## config.mk

```make
export PLATFORM = sky130hd
export DESIGN_NAME = microsequencer
export DESIGN_NICKNAME = d
export VERILOG_FILES = /design/src/rtl/useq_pkg.sv /design/src/rtl/useq_stack.sv /design/src/rtl/microsequencer.sv
export SDC_FILE = /design/constraint.sdc
export NUM_CORES = 1
export LEC_CHECK = 0
export CAP_MARGIN = 15
export CORE_MARGIN = 2
export CORE_UTILIZATION = 29
export CTS_BUF_LIST = sky130_fd_sc_hd__clkbuf_4
export CTS_CLUSTER_DIAMETER = 100
export CTS_CLUSTER_SIZE = 20
export DETAILED_ROUTE_END_ITERATION = 8
export PLACE_DENSITY = 0.48
export SYNTH_ARGS = -nofsm -noshare
export SYNTH_HDL_FRONTEND = slang
export SYNTH_SLANG_ARGS = --single-unit
export TNS_END_PERCENT = 1
```

## constraint.sdc

```tcl
create_clock -name clk -period 3.4 [get_ports clk]
set_clock_uncertainty 0.05 [all_clocks]
set_input_delay 0.34 -clock clk [delete_from_list [all_inputs] [get_ports clk]]
set_output_delay 0.34 -clock clk [all_outputs]
set_load 0.01 [all_outputs]
```

## src/rtl/useq_pkg.sv

```systemverilog
// Shared definitions for the microsequencer: next-address operation codes
// and the default fetch/reset microaddresses.
package useq_pkg;

  typedef enum logic [2:0] {
    N_ENC   = 3'b000,
    N_FETCH = 3'b001,
    N_JMP   = 3'b010,
    N_INC   = 3'b011,
    N_CJMP  = 3'b100,
    N_CWAIT = 3'b101,
    N_CALL  = 3'b110,
    N_RET   = 3'b111
  } nop_e;

  localparam int FETCH_ADDR_DEFAULT = 1;
  localparam int RESET_ADDR_DEFAULT = 0;

endpackage

```

## src/rtl/useq_stack.sv

```systemverilog
// Return-address LIFO for the microsequencer. Pushes are ignored when full
// and pops are ignored when empty; top is valid only when not empty.
module useq_stack #(
  parameter int AW    = 6,
  parameter int DEPTH = 4
) (
  input  logic          clk,
  input  logic          reset,
  input  logic          push_i,
  input  logic          pop_i,
  input  logic [AW-1:0] push_data_i,
  output logic          full_o,
  output logic          empty_o,
  output logic [AW-1:0] top_o
);

  localparam int PW = $clog2(DEPTH + 1);
  localparam int IW = (DEPTH > 1) ? $clog2(DEPTH) : 1;

  logic [AW-1:0] mem_q [DEPTH];
  logic [PW-1:0] sp_q, sp_d;
  logic [IW-1:0] wr_idx, rd_idx;

  assign empty_o = (sp_q == '0);
  assign full_o  = (sp_q == PW'(DEPTH));
  assign wr_idx  = IW'(sp_q);
  assign rd_idx  = IW'(sp_q - PW'(1));
  assign top_o   = mem_q[rd_idx];

  always_comb begin
    sp_d = sp_q;
    if (push_i && !full_o)      sp_d = sp_q + PW'(1);
    else if (pop_i && !empty_o) sp_d = sp_q - PW'(1);
  end

  always_ff @(posedge clk) begin
    if (reset) sp_q <= '0;
    else       sp_q <= sp_d;
  end

  // NOTE: entries are not reset; the pointer alone defines validity, so the
  // storage can map onto plain flops or a register file without a reset port.
  always_ff @(posedge clk) begin
    if (push_i && !full_o) mem_q[wr_idx] <= push_data_i;
  end

endmodule

```

## src/rtl/microsequencer.sv

```systemverilog
// Microprogram sequencer: selects the next microaddress from the current
// microinstruction's N/S/Inv/CR fields, with a call/return stack.
module microsequencer
  import useq_pkg::*;
#(
  parameter  int AW         = 6,
  parameter  int NCOND      = 4,
  parameter  int DEPTH      = 4,
  parameter  int FETCH_ADDR = FETCH_ADDR_DEFAULT,
  parameter  int RESET_ADDR = RESET_ADDR_DEFAULT,
  localparam int SW         = (NCOND > 1) ? $clog2(NCOND) : 1
) (
  input  logic             clk,
  input  logic             reset,
  input  logic             hold,
  input  logic [2:0]       N,
  input  logic [SW-1:0]    S,
  input  logic             Inv,
  input  logic [AW-1:0]    CR,
  input  logic [AW-1:0]    EncoderOut,
  input  logic [NCOND-1:0] cond,
  output logic [AW-1:0]    state,
  output logic             ovf,
  output logic             unf
);

  nop_e          op;
  logic          c;
  logic [AW-1:0] inc;
  logic [AW-1:0] state_q, state_d;
  logic          ovf_q, ovf_d, unf_q, unf_d;
  logic          push, pop, full, empty;
  logic [AW-1:0] top;

  assign op    = nop_e'(N);
  // Out-of-range selects fall back to cond[0] so a bad S never yields X.
  assign c     = ((int'(S) < NCOND) ? cond[S] : cond[0]) ^ Inv;
  assign inc   = state_q + AW'(1);
  assign state = state_q;
  assign ovf   = ovf_q;
  assign unf   = unf_q;

  useq_stack #(.AW(AW), .DEPTH(DEPTH)) u_stack (
    .clk         (clk),
    .reset       (reset),
    .push_i      (push),
    .pop_i       (pop),
    .push_data_i (inc),
    .full_o      (full),
    .empty_o     (empty),
    .top_o       (top)
  );

  // NOTE: non-blocking assignments here so every register samples the
  // pre-edge values of the others, independent of process ordering.
  always_ff @(posedge clk) begin
    if (reset) begin
      state_q <= AW'(RESET_ADDR);
      ovf_q   <= 1'b0;
      unf_q   <= 1'b0;
    end else begin
      state_q <= state_d;
      ovf_q   <= ovf_d;
      unf_q   <= unf_d;
    end
  end

  // NOTE: state_d gets a default first so no path through the case infers a latch.
  always_comb begin
    state_d = state_q;
    if (!hold) begin
      unique case (op)
        N_ENC:   state_d = EncoderOut;
        N_FETCH: state_d = AW'(FETCH_ADDR);
        N_JMP:   state_d = CR;
        N_INC:   state_d = inc;
        N_CJMP:  state_d = c ? CR : inc;
        N_CWAIT: state_d = c ? inc : CR;
        N_CALL:  state_d = CR;
        N_RET:   state_d = empty ? AW'(FETCH_ADDR) : top;
        default: state_d = state_q;
      endcase
    end
  end

  always_comb begin
    push  = !hold && (op == N_CALL) && !full;
    pop   = !hold && (op == N_RET) && !empty;
    ovf_d = ovf_q | (!hold && (op == N_CALL) && full);
    unf_d = unf_q | (!hold && (op == N_RET) && empty);
  end

endmodule

```

==> results.cfg, run 1 <==
[pwr]
p_sw_w = 0.000223
p_leak_nw = 0.808
power_density_mw_per_mm2 = 361
pwr-share-seq_pct = 55.3
sw_frac_of_total_pct = 25.9
p_int_w = 0.000638
pwr-share-comb_pct = 19.0
clockPowerShare_pct = 25.7
ir_worst_vdd_mv = 0.190

[sta]
fmax_mhz = 451
tightest_slew_ps = 670
grt_setup_unrepaired = false
setup_viol = 0
hold_viol_final = 0
slew_violations = 0
tns_ps = 0
period_share_pct = 65.2
period_needed_ps = 2220
slew_headroom_pct = 55.2

[synth]
avgSynthCellArea_um2 = 11.6
synth_edf_count = 24
ys.warnings.count = 0
synth_compound_area_share_pct = 14.4
synth_area_leaders = edfxtp_1 37%, dfxtp_1 11%, mux4_2 8.2%
mappedNetlistArea_mm2 = 0.00193
syn_inst = 166
synth_fp_nets = 197
synth-xor-area-share_pct = 5.51
synth_seq_cells = 35
yosysSeqAreaShare_pct = 48.7
muxShareOfSynthArea_pct = 9.84
ys.flop_type = edfxtp_1
synth_top_area_share_pct = 37.3
yosys.area_share.simple_pct = 14.9
async_reset_ff_share_pct = 0
synth_top_area_cell = edfxtp_1
synth_adder_area_share_pct = 3.89
synth.distinct_cells = 42
synth_top_family_by_area = simple AND/OR/NAND/NOR gates

[layout]
most-common-layout-cells = 32 x clkdlybuf4s50_1, 24 x edfxtp_1, 13 x nor2_1, 11 x dfxtp_1
area_delta_synth_final_pct = 23.6
final_common_cell = clkdlybuf4s50_1
drive_gt1_share_pct = 12.0
diodes = 0
final_cells = 277
fin_area_mm2 = 0.00239
fin_nets = 230

[drt]
met3RoutedLength_um = 159
wl_met1_um = 2190
vias_per_cell = 5.19
dr.first_iter.drc_count = 97
final_antenna_net_count = 0
drc = 0
drtPass1Iterations = 4
wire_per_inst_um = 16.3
drt_wl_total_um = 4520
met2RoutedLength_um = 2150
routed.top_layer = met4
num_vias = 1437

[floorplanning]
coreArea_mm2 = 0.00639
die_area_mm2 = 0.00733
initial_core_util_pct = 30.3
die_w_um = 85.6
io_pins = 33
rows = 29
die_y_um = 85.6

[global_routing]
first_global_vias = 1472
globalRouteTotalUtil_pct = 13.1
grt-ovfl-total = 0
antenna_found_initial = 0
grt_max_degree = 19
grt_pass1_wl_um = 7450

[critical_path]
arrival_ps = 2170
r2r_start = u_stack.sp_q[1]
cp_max_fo = 15
required_ps = 3350
cp-start-kind = input pin
critPathCaptureType = flip-flop
path_class = input pin to flip-flop
crit_start = N[2]

[clocking]
clkLatencyLatePin_ps = 330
htreeDepth = 2
cts.sinks = 35
post_cts_resized = 0
cts_buffers = 5
path_clk_slew_ps = 110
cts_tree = built
holdBufCountCts = 0
post_cts_buffers = 0
cts-root-buf = clkbuf_4
clock_path_buffers = 2

[place]
placed_area_mm2 = 0.00234
portBuffers = 32
dp.final_hpwl_um = 3470
gp_congestion = 0.861
placedCellCount = 269

[run_status]
status = finished, final reports clean

[min_path]
min_path_type = flip-flop to flip-flop
hp-start = unf

[job]
cap_violations = 0
power by group through the flow:
stage	Clock, W	Combinational (W)	Sequential (W)
finish	0.000221	0.000164	0.000476
global route	0.000247	0.000180	0.000478
CTS	0.000231	0.000164	0.000477
detailed placement	0	0.000164	0.000487
global placement	0	0.000163	0.000486
floorplan	0	0.0000945	0.000486
final timing paths:
| path | cells after the start | slack (ps) | endpoint |
|---|---|---|---|
| worst max register to register | 6 | 1230 | state[4] |
| worst min-delay path | 2 | 450 | unf |
| worst max-delay path | 4 | 1180 | u_stack.mem_q[2][0] |
| worst min register to register | 2 | 450 | unf |
worst max-delay path: stages:
cell and delay (ps):
clkdlybuf4s50_1 770, nand4bb_1 230, a21oi_1 410, and2_1 410
routing by layer:
layer | vias up | global-route usage [%]
met5 | - | 0
met4 | 0 | 2.31
met3 | 2 | 2.98
met2 | 38 | 20.3
met1 | 690 | 18.9
li1 | 707 | -
state kept, by name, summed over array words and instances (netlist names):
register       cells
ovf                1
state              6
u_stack.mem_q     24
u_stack.sp_q       3
unf                1
Yosys cell counts, types with 5 or more instances:
| cell type | number |
|---|---|
| nor2b_1 | 6 |
| inv_1 | 5 |
| nand2_1 | 8 |
| ha_1 | 6 |
| nor2_1 | 13 |
| mux4_2 | 7 |
| clkbuf_1 | 8 |
| edfxtp_1 | 24 |
| dfxtp_1 | 11 |
| nand2b_1 | 5 |
| o21ai_0 | 8 |
| nand3_1 | 6 |
| a21oi_1 | 8 |
cell families after synthesis:
logic type | count (synthesis)
compound gates | 39
xor+xnor | 8
fa+ha+maj | 6
buf+inv | 14
flops | 35
mux | 10
simple gates | 54
metrics by stage:
stage               hold slack (ps)  power, W  utilization (%)  setup slack, ps
finish                          447  0.000861             37.4             1180
global route                    468  0.000905             37.4             1070
CTS                             455  0.000873             37.4             1190
detailed placement              424  0.000651             36.6              840
global placement                419  0.000649             36.6              899
floorplan                       432  0.000581                -              909
layout make-up:
class                           count  area, um2
Timing Repair Buffer               35        343
Fill cell                         642       4000
Inverter                            5       18.8
Clock inverter                      2       7.51
Multi-Input combinational cell    117        937
Tap cell                           77       96.3
Clock buffer                        6       45.0
Sequential cell                    35        941
(Power assumes the default switching activity.)
==> run 2, diff against run 1 <==
==> constraint.sdc (replaced) <==
create_clock -name clk -period 2.3 [get_ports clk]
set_clock_uncertainty 0.05 [all_clocks]
set_input_delay 0.23 -clock clk [delete_from_list [all_inputs] [get_ports clk]]
set_output_delay 0.23 -clock clk [all_outputs]
set_load 0.01 [all_outputs]
==> results.cfg, run 2 (synthesis results as in run 1) <==
[run_status]
status = finished, final reports clean

[drt]
wire_per_inst_um = 16.7
vias_per_cell = 5.29
drt_wl_total_um = 4780
final_antenna_net_count = 0
drc = 0
num_vias = 1517
dr.first_iter.drc_count = 102
drtPass1Iterations = 4

[critical_path]
reg2reg_setup_slack_ps = 200
reg2reg_depth = 6
path_cells = inv_1 -> ha_1 -> mux4_2 -> a221o_1 -> a31oi_1 -> a311oi_1
slowest_stage = ha_1
path_class = flip-flop to flip-flop
crit_family = compound AO/OA/AOI/OAI gates
cp-start-kind = flip-flop
critPathCaptureType = flip-flop
r2r-end = state[4]
cp_max_fo = 6
arrival_ps = 2270
critical_path.max_stage_delay_ps = 480
r2r_start = u_stack.sp_q[1]
cp_num_buf_inv = 1
required_ps = 2470

[clocking]
clock_path_buffers = 2
post_cts_resized = 0
cts_tree = built
clkLatencyLatePin_ps = 340
htreeDepth = 2
holdBufCountCts = 0
post_cts_buffers = 0
cts_buffers = 5
cts.sinks = 35
cts-root-buf = clkbuf_4
path_clk_slew_ps = 100

[floorplanning]
die_y_um = 85.6
rows = 29
die_area_mm2 = 0.00733
coreArea_mm2 = 0.00639
initial_core_util_pct = 30.3
io_pins = 33
die_w_um = 85.6

[layout]
regMostFlops = u_stack.mem_q
fin_nets = 240
nFillCells = 614
final_cells = 287
diodes = 0
final_common_cell = clkdlybuf4s50_1
fin_area_mm2 = 0.00246
largest_register_ffs = 24
area_delta_synth_final_pct = 27.6
most-common-layout-cells = 32 x clkdlybuf4s50_1, 24 x edfxtp_1, 13 x nor2_1, 13 x buf_4, 11 x dfxtp_1
drive_gt1_share_pct = 16.7

[pwr]
p_leak_nw = 0.861
ir_worst_vdd_mv = 0.221
power_density_mw_per_mm2 = 526

[place]
placed_area_mm2 = 0.00241
placedCellCount = 279
gp_congestion = 0.859
dp.final_hpwl_um = 3720
portBuffers = 32

[global_routing]
grt_pass1_wl_um = 7710
first_global_vias = 1525
grt_max_degree = 16
antenna_found_initial = 0
globalRouteTotalUtil_pct = 13.7
grt-ovfl-total = 0

[sta]
period_share_pct = 91.3
slew_violations = 0
fmax_mhz = 476
slew_headroom_pct = 61.8
period_needed_ps = 2100
hold-worst-slack_ps = 458
grt_setup_unrepaired = false
tightest_slew_ps = 570
hold_viol_final = 0
setup_viol = 0

[min_path]
hold_path_end = ovf
min_path_type = flip-flop to flip-flop
hp-start = ovf
holdPathStages = 1

[job]
cap_violations = 0
## run 2: cell types whose count changed in the layout (fill, tap and decap cells not counted), sizes merged
cell	delta
buf	+10
## run 2: worst max path at each step
stage | from | endpoint | slack, ps | depth (start not counted)
6_report | u_stack.sp_q[1] | state[4] | 200 | 6
5_1_grt | u_stack.sp_q[1] | state[4] | 50 | 6
4_1_cts | u_stack.sp_q[1] | state[4] | 180 | 6
3_5_place_dp | S[0] | state[1] | -30 | 6
3_3_place_gp | S[0] | state[1] | -20 | 6
2_1_floorplan | u_stack.sp_q[0] | state[4] | 5 | 8
## run 2: report_power, final
part	switching, W	internal, W
registers	0.0000119	0.000690
logic	0.000120	0.000140
clock network	0.000206	0.000127
total	0.000339	0.000957
## run 2: worst register-to-register path, delay by kind of cell (launching register included)
family / cells / cell delay (ps)
AO/OA/AOI/OAI: 3 / 600
adder cells (fa/ha/maj): 1 / 480
flip-flops: 1 / 400
multiplexers: 1 / 360
buffers and inverters: 1 / 100
## run 2: area by class of cell
| cell class | instances | area, um2 | share of cell area (%) |
|---|---|---|---|
| Clock inverter | 2 | 8.76 | 0.355 |
| Inverter | 5 | 18.8 | 0.761 |
| Sequential cell | 35 | 941 | 38.2 |
| Timing Repair Buffer | 45 | 418 | 17.0 |
| Clock buffer | 6 | 45.0 | 1.83 |
| Tap cell | 77 | 96.3 | 3.91 |
| Multi-Input combinational cell | 117 | 937 | 38.0 |
## run 2: layer usage
| layer | up-vias | part of all wire [%] | track usage, % |
|---|---|---|---|
| met3 | 6 | 4.6 | 3.08 |
| li1 | 722 | - | - |
| met1 | 746 | 46 | 18.2 |
| met5 | - | 0 | 0 |
| met2 | 43 | 49 | 22.3 |
| met4 | 0 | 0.84 | 3.90 |
## run 2: metrics by stage
stage	setup TNS [ps]	worst slack (ps)	power, W	util, %
2_1_floorplan	0	4.51	0.000859	-
3_3_place_gp	-20.0	-20.0	0.000976	37.8
3_5_place_dp	-73.0	-34.9	0.000977	37.8
4_1_cts	0	176	0.00131	38.6
5_1_grt	0	46.8	0.00136	38.6
6_report	0	201	0.00130	38.6
==> run 3, diff against run 2 <==
--- a/config.mk
+++ b/config.mk
@@ -5,7 +5,6 @@
 export SDC_FILE = /design/constraint.sdc
 export NUM_CORES = 1
 export LEC_CHECK = 0
-export CAP_MARGIN = 15
 export CORE_MARGIN = 2
 export CORE_UTILIZATION = 29
 export CTS_BUF_LIST = sky130_fd_sc_hd__clkbuf_4
==> results of run 3 <==
Same layout as run 2: the final DEF is identical, and so are final timing and power.
